**src/rtl/cnn_pool_pkg.sv**
```systemverilog
// Shared types and defaults for the 2x2 pooling controller.
// Optional feature macro: POOL_AVG_EN (average pooling instead of max).
package cnn_pool_pkg;

  localparam int unsigned DATA_W_DEF  = 8;
  localparam int unsigned MAP_DIM_DEF = 4;
  localparam int unsigned ADDR_W      = 3;
  localparam int unsigned IDX_W       = 2;

  typedef enum logic [1:0] {
    ST_IDLE = 2'd0,
    ST_READ = 2'd1,
    ST_OUT  = 2'd2,
    ST_DONE = 2'd3
  } pool_state_e;

  // Element address inside a window: 2*win + odd.
  function automatic logic [ADDR_W-1:0] elem_addr(input logic [ADDR_W-1:0] win,
                                                  input logic              odd);
    return ADDR_W'({win, odd});
  endfunction

endpackage

```
**src/rtl/pool_reduce.sv**
```systemverilog
// Per-window reduction: running max, or running sum when POOL_AVG_EN is defined.
// o_result_c already includes the element presented on i_data this cycle.
module pool_reduce
  import cnn_pool_pkg::*;
#(
  parameter int unsigned DATA_W = DATA_W_DEF
) (
  input  logic              clk,
  input  logic              reset,
  input  logic              i_en,
  input  logic              i_first,
  input  logic [DATA_W-1:0] i_data,
  output logic [DATA_W-1:0] o_result_c
);

`ifdef POOL_AVG_EN
  localparam int unsigned SUM_W = DATA_W + 2;

  logic [SUM_W-1:0] r_sum;
  logic [SUM_W-1:0] w_sum;

  always_comb begin
    w_sum = i_first ? SUM_W'(i_data) : r_sum + SUM_W'(i_data);
  end

  always_ff @(posedge clk or negedge reset) begin
    if (!reset)    r_sum <= '0;
    else if (i_en) r_sum <= w_sum;
  end

  assign o_result_c = DATA_W'(w_sum >> 2);
`else
  logic [DATA_W-1:0] r_max;
  logic [DATA_W-1:0] w_max;

  // Strict compare so a tie keeps the earlier element.
  always_comb begin
    w_max = (i_first || (i_data > r_max)) ? i_data : r_max;
  end

  always_ff @(posedge clk or negedge reset) begin
    if (!reset)    r_max <= '0;
    else if (i_en) r_max <= w_max;
  end

  assign o_result_c = w_max;
`endif

endmodule

```
**src/rtl/pool2x2_ctrl.sv**
```systemverilog
// 2x2 stride-2 pooling controller: walks the feature map window by window,
// reduces each window and hands the result out with a valid/ready handshake.
// Optional feature macro: POOL_AVG_EN (selects average pooling in pool_reduce).
module pool2x2_ctrl
  import cnn_pool_pkg::*;
#(
  parameter int unsigned DATA_W  = DATA_W_DEF,
  parameter int unsigned MAP_DIM = MAP_DIM_DEF
) (
  input  logic              clk,
  input  logic              reset,
  input  logic              start,
  output logic              mem_rd_en,
  output logic [ADDR_W-1:0] mem_row,
  output logic [ADDR_W-1:0] mem_col,
  input  logic [DATA_W-1:0] mem_data,
  output logic [DATA_W-1:0] pool_data,
  output logic [IDX_W-1:0]  pool_idx,
  output logic              pool_valid,
  input  logic              pool_ready,
  output logic              busy,
  output logic              done
);

  localparam int unsigned       WIN_DIM  = MAP_DIM / 2;
  localparam logic [ADDR_W-1:0] WIN_LAST = ADDR_W'(WIN_DIM - 1);

  pool_state_e       r_state;
  logic [1:0]        r_k;
  logic [ADDR_W-1:0] r_wr;
  logic [ADDR_W-1:0] r_wc;

  logic              w_last_col;
  logic              w_last_win;
  logic [ADDR_W-1:0] w_nxt_wr;
  logic [ADDR_W-1:0] w_nxt_wc;
  logic [1:0]        w_k_nxt;
  logic [IDX_W-1:0]  w_idx;
  logic [DATA_W-1:0] w_result_c;

  // Next-window and next-element bookkeeping.
  always_comb begin
    w_last_col = (r_wc == WIN_LAST);
    w_last_win = w_last_col && (r_wr == WIN_LAST);
    w_nxt_wc   = w_last_col ? '0 : r_wc + ADDR_W'(1);
    w_nxt_wr   = w_last_col ? r_wr + ADDR_W'(1) : r_wr;
    w_k_nxt    = r_k + 2'd1;
    w_idx      = IDX_W'(r_wr * WIN_DIM + r_wc);
  end

  pool_reduce #(
    .DATA_W (DATA_W)
  ) u_reduce (
    .clk        (clk),
    .reset      (reset),
    .i_en       (r_state == ST_READ),
    .i_first    (r_k == 2'd0),
    .i_data     (mem_data),
    .o_result_c (w_result_c)
  );

  always_ff @(posedge clk or negedge reset) begin
    if (!reset) begin
      r_state    <= ST_IDLE;
      r_k        <= '0;
      r_wr       <= '0;
      r_wc       <= '0;
      mem_rd_en  <= 1'b0;
      mem_row    <= '0;
      mem_col    <= '0;
      pool_data  <= '0;
      pool_idx   <= '0;
      pool_valid <= 1'b0;
      busy       <= 1'b0;
      done       <= 1'b0;
    end else begin
      case (r_state)
        ST_IDLE: begin
          if (start) begin
            r_state   <= ST_READ;
            r_k       <= '0;
            r_wr      <= '0;
            r_wc      <= '0;
            mem_rd_en <= 1'b1;
            mem_row   <= '0;
            mem_col   <= '0;
            busy      <= 1'b1;
          end
        end
        ST_READ: begin
          if (r_k == 2'd3) begin
            r_state    <= ST_OUT;
            mem_rd_en  <= 1'b0;
            mem_row    <= '0;
            mem_col    <= '0;
            pool_data  <= w_result_c;
            pool_idx   <= w_idx;
            pool_valid <= 1'b1;
          end else begin
            r_k     <= w_k_nxt;
            mem_row <= elem_addr(r_wr, w_k_nxt[1]);
            mem_col <= elem_addr(r_wc, w_k_nxt[0]);
          end
        end
        ST_OUT: begin
          if (pool_ready) begin
            pool_valid <= 1'b0;
            if (w_last_win) begin
              r_state <= ST_DONE;
              busy    <= 1'b0;
              done    <= 1'b1;
            end else begin
              r_state   <= ST_READ;
              r_k       <= '0;
              r_wr      <= w_nxt_wr;
              r_wc      <= w_nxt_wc;
              mem_rd_en <= 1'b1;
              mem_row   <= elem_addr(w_nxt_wr, 1'b0);
              mem_col   <= elem_addr(w_nxt_wc, 1'b0);
            end
          end
        end
        default: begin
          r_state <= ST_IDLE;
          done    <= 1'b0;
        end
      endcase
    end
  end

endmodule

```
**config.mk**
```make
export PLATFORM = sky130hd
export DESIGN_NAME = pool2x2_ctrl
export DESIGN_NICKNAME = d
export VERILOG_FILES = /design/src/rtl/cnn_pool_pkg.sv /design/src/rtl/pool_reduce.sv /design/src/rtl/pool2x2_ctrl.sv
export SDC_FILE = /design/constraint.sdc
export NUM_CORES = 1
export LEC_CHECK = 0
export ABC_CLOCK_PERIOD_IN_PS = 3030
export BUFFER_PORTS_ARGS = -buffer_cell sky130_fd_sc_hd__buf_2
export CAP_MARGIN = 20
export CORE_MARGIN = 2
export CORE_UTILIZATION = 61
export DETAILED_ROUTE_END_ITERATION = 16
export PLACE_DENSITY = 0.85
export SYNTH_ARGS = -nofsm -noshare
export SYNTH_HDL_FRONTEND = slang
export SYNTH_SLANG_ARGS = --single-unit
```
**constraint.sdc**
```tcl
create_clock -name clk -period 3.03 [get_ports clk]
set_input_delay 0.1515 -clock clk [delete_from_list [all_inputs] [get_ports clk]]
set_output_delay 0.1515 -clock clk [all_outputs]
set_load 0.05 [all_outputs]
```
==> results.toml <==
[logic_synthesis]
synth.yosys.seq_area_share = 0.4110
synthesis.area_um2 = 2313
synth.avg_cell_area_um2 = 9.599
synth-seq-cells = 38
synth_ff_type = "dfrtp_1"
synth_cell_type_count = 50
syn-instance-count = 241
asyncSetResetFlopFracSynth = 1.000
number_of_flops_mapped_to_enable_cells_by_yosys = 0
postSynthNetCount = 270
ys.warnings.count = 0

[setup_path]
critical_path.cell_chain = "inv_1 > ha_1 > clkinv_1 > o22ai_1 > or3_1 > o21ai_0 > o31ai_1"
rr_worst_depth = 7
worstSetupPathDepth = 7
critical_path.slowest_cell = "or3_1"
worst-endpoint-required_ps = 3220
start_kind = "flop"
timing.critical_path.buf_inv = 2
cp_data_arrival_time_ps = 2750
kind_of_end_point_of_the_critical_path = "flop"
crit_path_max_fanout = 17
timing.critical_path.max_delay_family = "compound AO/OA/AOI/OAI gates"
crit_type = "reg -> reg"
cpPeakStageDelay_ps = 470

[sta]
rsz_0062_raised_after_global_routing = "false"
period_needed_ps = 2560
final.period_utilization = 0.8448
timing.max_slew.rel_slack = 0.4440
maxSlewViolCount = 0
fin_setup_tns_ps = 0
tightestPinTransition_ps = 834.0
max_clk_rate_mhz = 390.7
setup_viol_count_final = 0
finalHoldViolCount = 0
final.setup_skew_ps = 6.070

[cells_and_area]
final_cell_mix = "dfrtp_1 (38), buf_2 (31), nand2_1 (23)"
fillerInstances = 275
multi_input_area_um2 = 1210
area_delta_synth_final_pct = 11.25
final_layout_size_suffix_gt1_frac = 0.2037
num-nets-final = 298
seq_area_um2 = 950.9
n_antenna_cell = 0
layout.cells.most_common = "dfrtp_1"
stdcell_area_um2 = 2574

[clocking]
clock_tree_from_tritoncts = "built"
clk_path_buf_depth = 2
insertion_delay_ps = 300
cts-resized-gates = 0
numClockSinks = 38
number_of_buffers_created_by_cts = 5
cts.clk_slew.worst_paths_ps = 70
htree_num_levels = 2
ctsRootBufferMaster = "clkbuf_8"
cts.repair_timing.setup_buffer_count = 0

[placed_design]
dp_hpwl_um = 3391
placed_area_um2 = 2455
gp_congestion = 0.8449
port_buffers = 31

[route]
drt.antenna.violating_nets = 0
drt-pass1-iter-count = 4
postRouteWirelength_um = 4815
drt_first_iter_violations = 113
drc_errors = 0
route.vias.total = 1909
wl_per_cell_um = 15.14
drt-vias-per-instance = 6.003

[floorplan]
floorplan.initialDensity = 0.6319
ioPinCount = 32
die_footprint_um2 = 4301
die_w_um = 65.59
floorplan.rows = 22
floorplan.core_area_um2 = 3661
die_h_um = 65.59

[global_routing]
grt_pass1_vias = 1855
globalRoute.totalOverflow = 0
grt.total_usage = 0.2503
global_route_wire_length_before_repair_um = 8390
antenna_found_initial = 0
largest_net_degree_at_the_start_of_global_routing = 39

[worst_hold_path]
worst_hold_stages = 2
hold_path_class = "in -> reg"

[pwr]
power.static_leakage_uw = 0.001184
vdd_drop_max_mv = 0.5662
share_seq_of_total_power = 0.305
power.share.switching = 0.4751
cell_internal_pwr_uw = 1425
power.density_cell_area_nw_per_um2 = 1055
power_frac_comb = 0.539
switching_power_uw = 1290
share_clk_of_total_power = 0.156

[outcome]
run_status = "completed"

[run]
drv_cap = 0
==> flip-flops by register name, indices dropped and copies added (netlist names) <==
name            count
busy                1
done                1
mem_row             3
mem_rd_en           1
pool_data           8
r_state             2
pool_valid          1
pool_idx            2
mem_col             3
r_wr                3
u_reduce.r_max      8
r_wc                3
r_k                 2
==> power by group through the flow <==
stage	Sequential [µW]	Combinational (µW)	Clock, µW
2_1_floorplan	1120	896	0
3_3_place_gp	820	1420	0
3_5_place_dp	829	1450	0
4_1_cts	824	1460	430
5_1_grt	850	1610	447
6_report	827	1460	424
==> routing by layer <==
layer | part of all wire | GRT usage | up-vias
met5 | 0 | 0 | -
met4 | 0.011 | 0.08073 | 0
met3 | 0.043 | 0.03767 | 9
met2 | 0.46 | 0.3929 | 41
met1 | 0.48 | 0.3567 | 937
li1 | - | - | 922
==> repair_timing <==
item / 4_1_cts / 5_1_grt
setup endpoints to repair: 0 / 0
hold endpoints to repair: 38 / 0
hold buffers: 1 / 0
==> layout make-up <==
class / count / share of cell area
clock buffers: 5 / 0.02674
clock inverters: 3 / 0.01556
inverters: 19 / 0.02771
multi-input cells: 172 / 0.4701
flip-flops and latches: 38 / 0.3695
well taps: 48 / 0.02333
repair buffers: 33 / 0.06709
==> Yosys cell counts (5+ instances only) <==
library cell / n / area share
a21oi_1: 15 / 0.032
a31oi_1: 16 / 0.043
buf_2: 5 / 0.011
dfrtp_1: 38 / 0.41
ha_1: 17 / 0.092
inv_1: 18 / 0.029
mux2_4: 8 / 0.052
nand2_1: 23 / 0.037
nor2_1: 15 / 0.024
o211ai_1: 8 / 0.026
o21ai_0: 20 / 0.043
o31ai_1: 5 / 0.016
==> final timing paths <==
path | from | slack, ps | end
worst max-delay path | r_state[0] | 470 | r_k[1]
worst min-delay path | mem_data[1] | 130 | u_reduce.r_max[1]
worst max register to register | r_state[0] | 470 | r_k[1]
worst min register to register | mem_col[1] | 480 | mem_col[1]
max in group asynchronous | reset | 2020 | busy
min in group asynchronous | reset | 490 | r_state[1]
==> cells by family after synthesis <==
kind of cell	share of synthesized area
AOI/OAI and AO/OA	0.2218
and+or+nand+nor	0.1363
DFF	0.4110
buffers and inverters	0.06597
adders and majority gates	0.09194
muxes	0.06544
xor gates and xnor gates	0.007573
==> metrics by stage <==
| step | setup WS [ps] | power (µW) | hold WS, ps | instances | utilization |
|---|---|---|---|---|---|
| after floorplan | 961.8 | 2011 | -144.1 | 241 | - |
| after global placement | 572.2 | 2243 | 296.4 | 309 | 0.6705 |
| after detailed placement | 548.9 | 2281 | 295.9 | 309 | 0.6705 |
| after CTS | 515.3 | 2717 | 123.3 | 318 | 0.7030 |
| after global routing | 241.7 | 2910 | 127.5 | 318 | 0.7030 |
| final | 470.2 | 2715 | 125.4 | 318 | 0.7030 |
(Power assumes the default switching activity.)
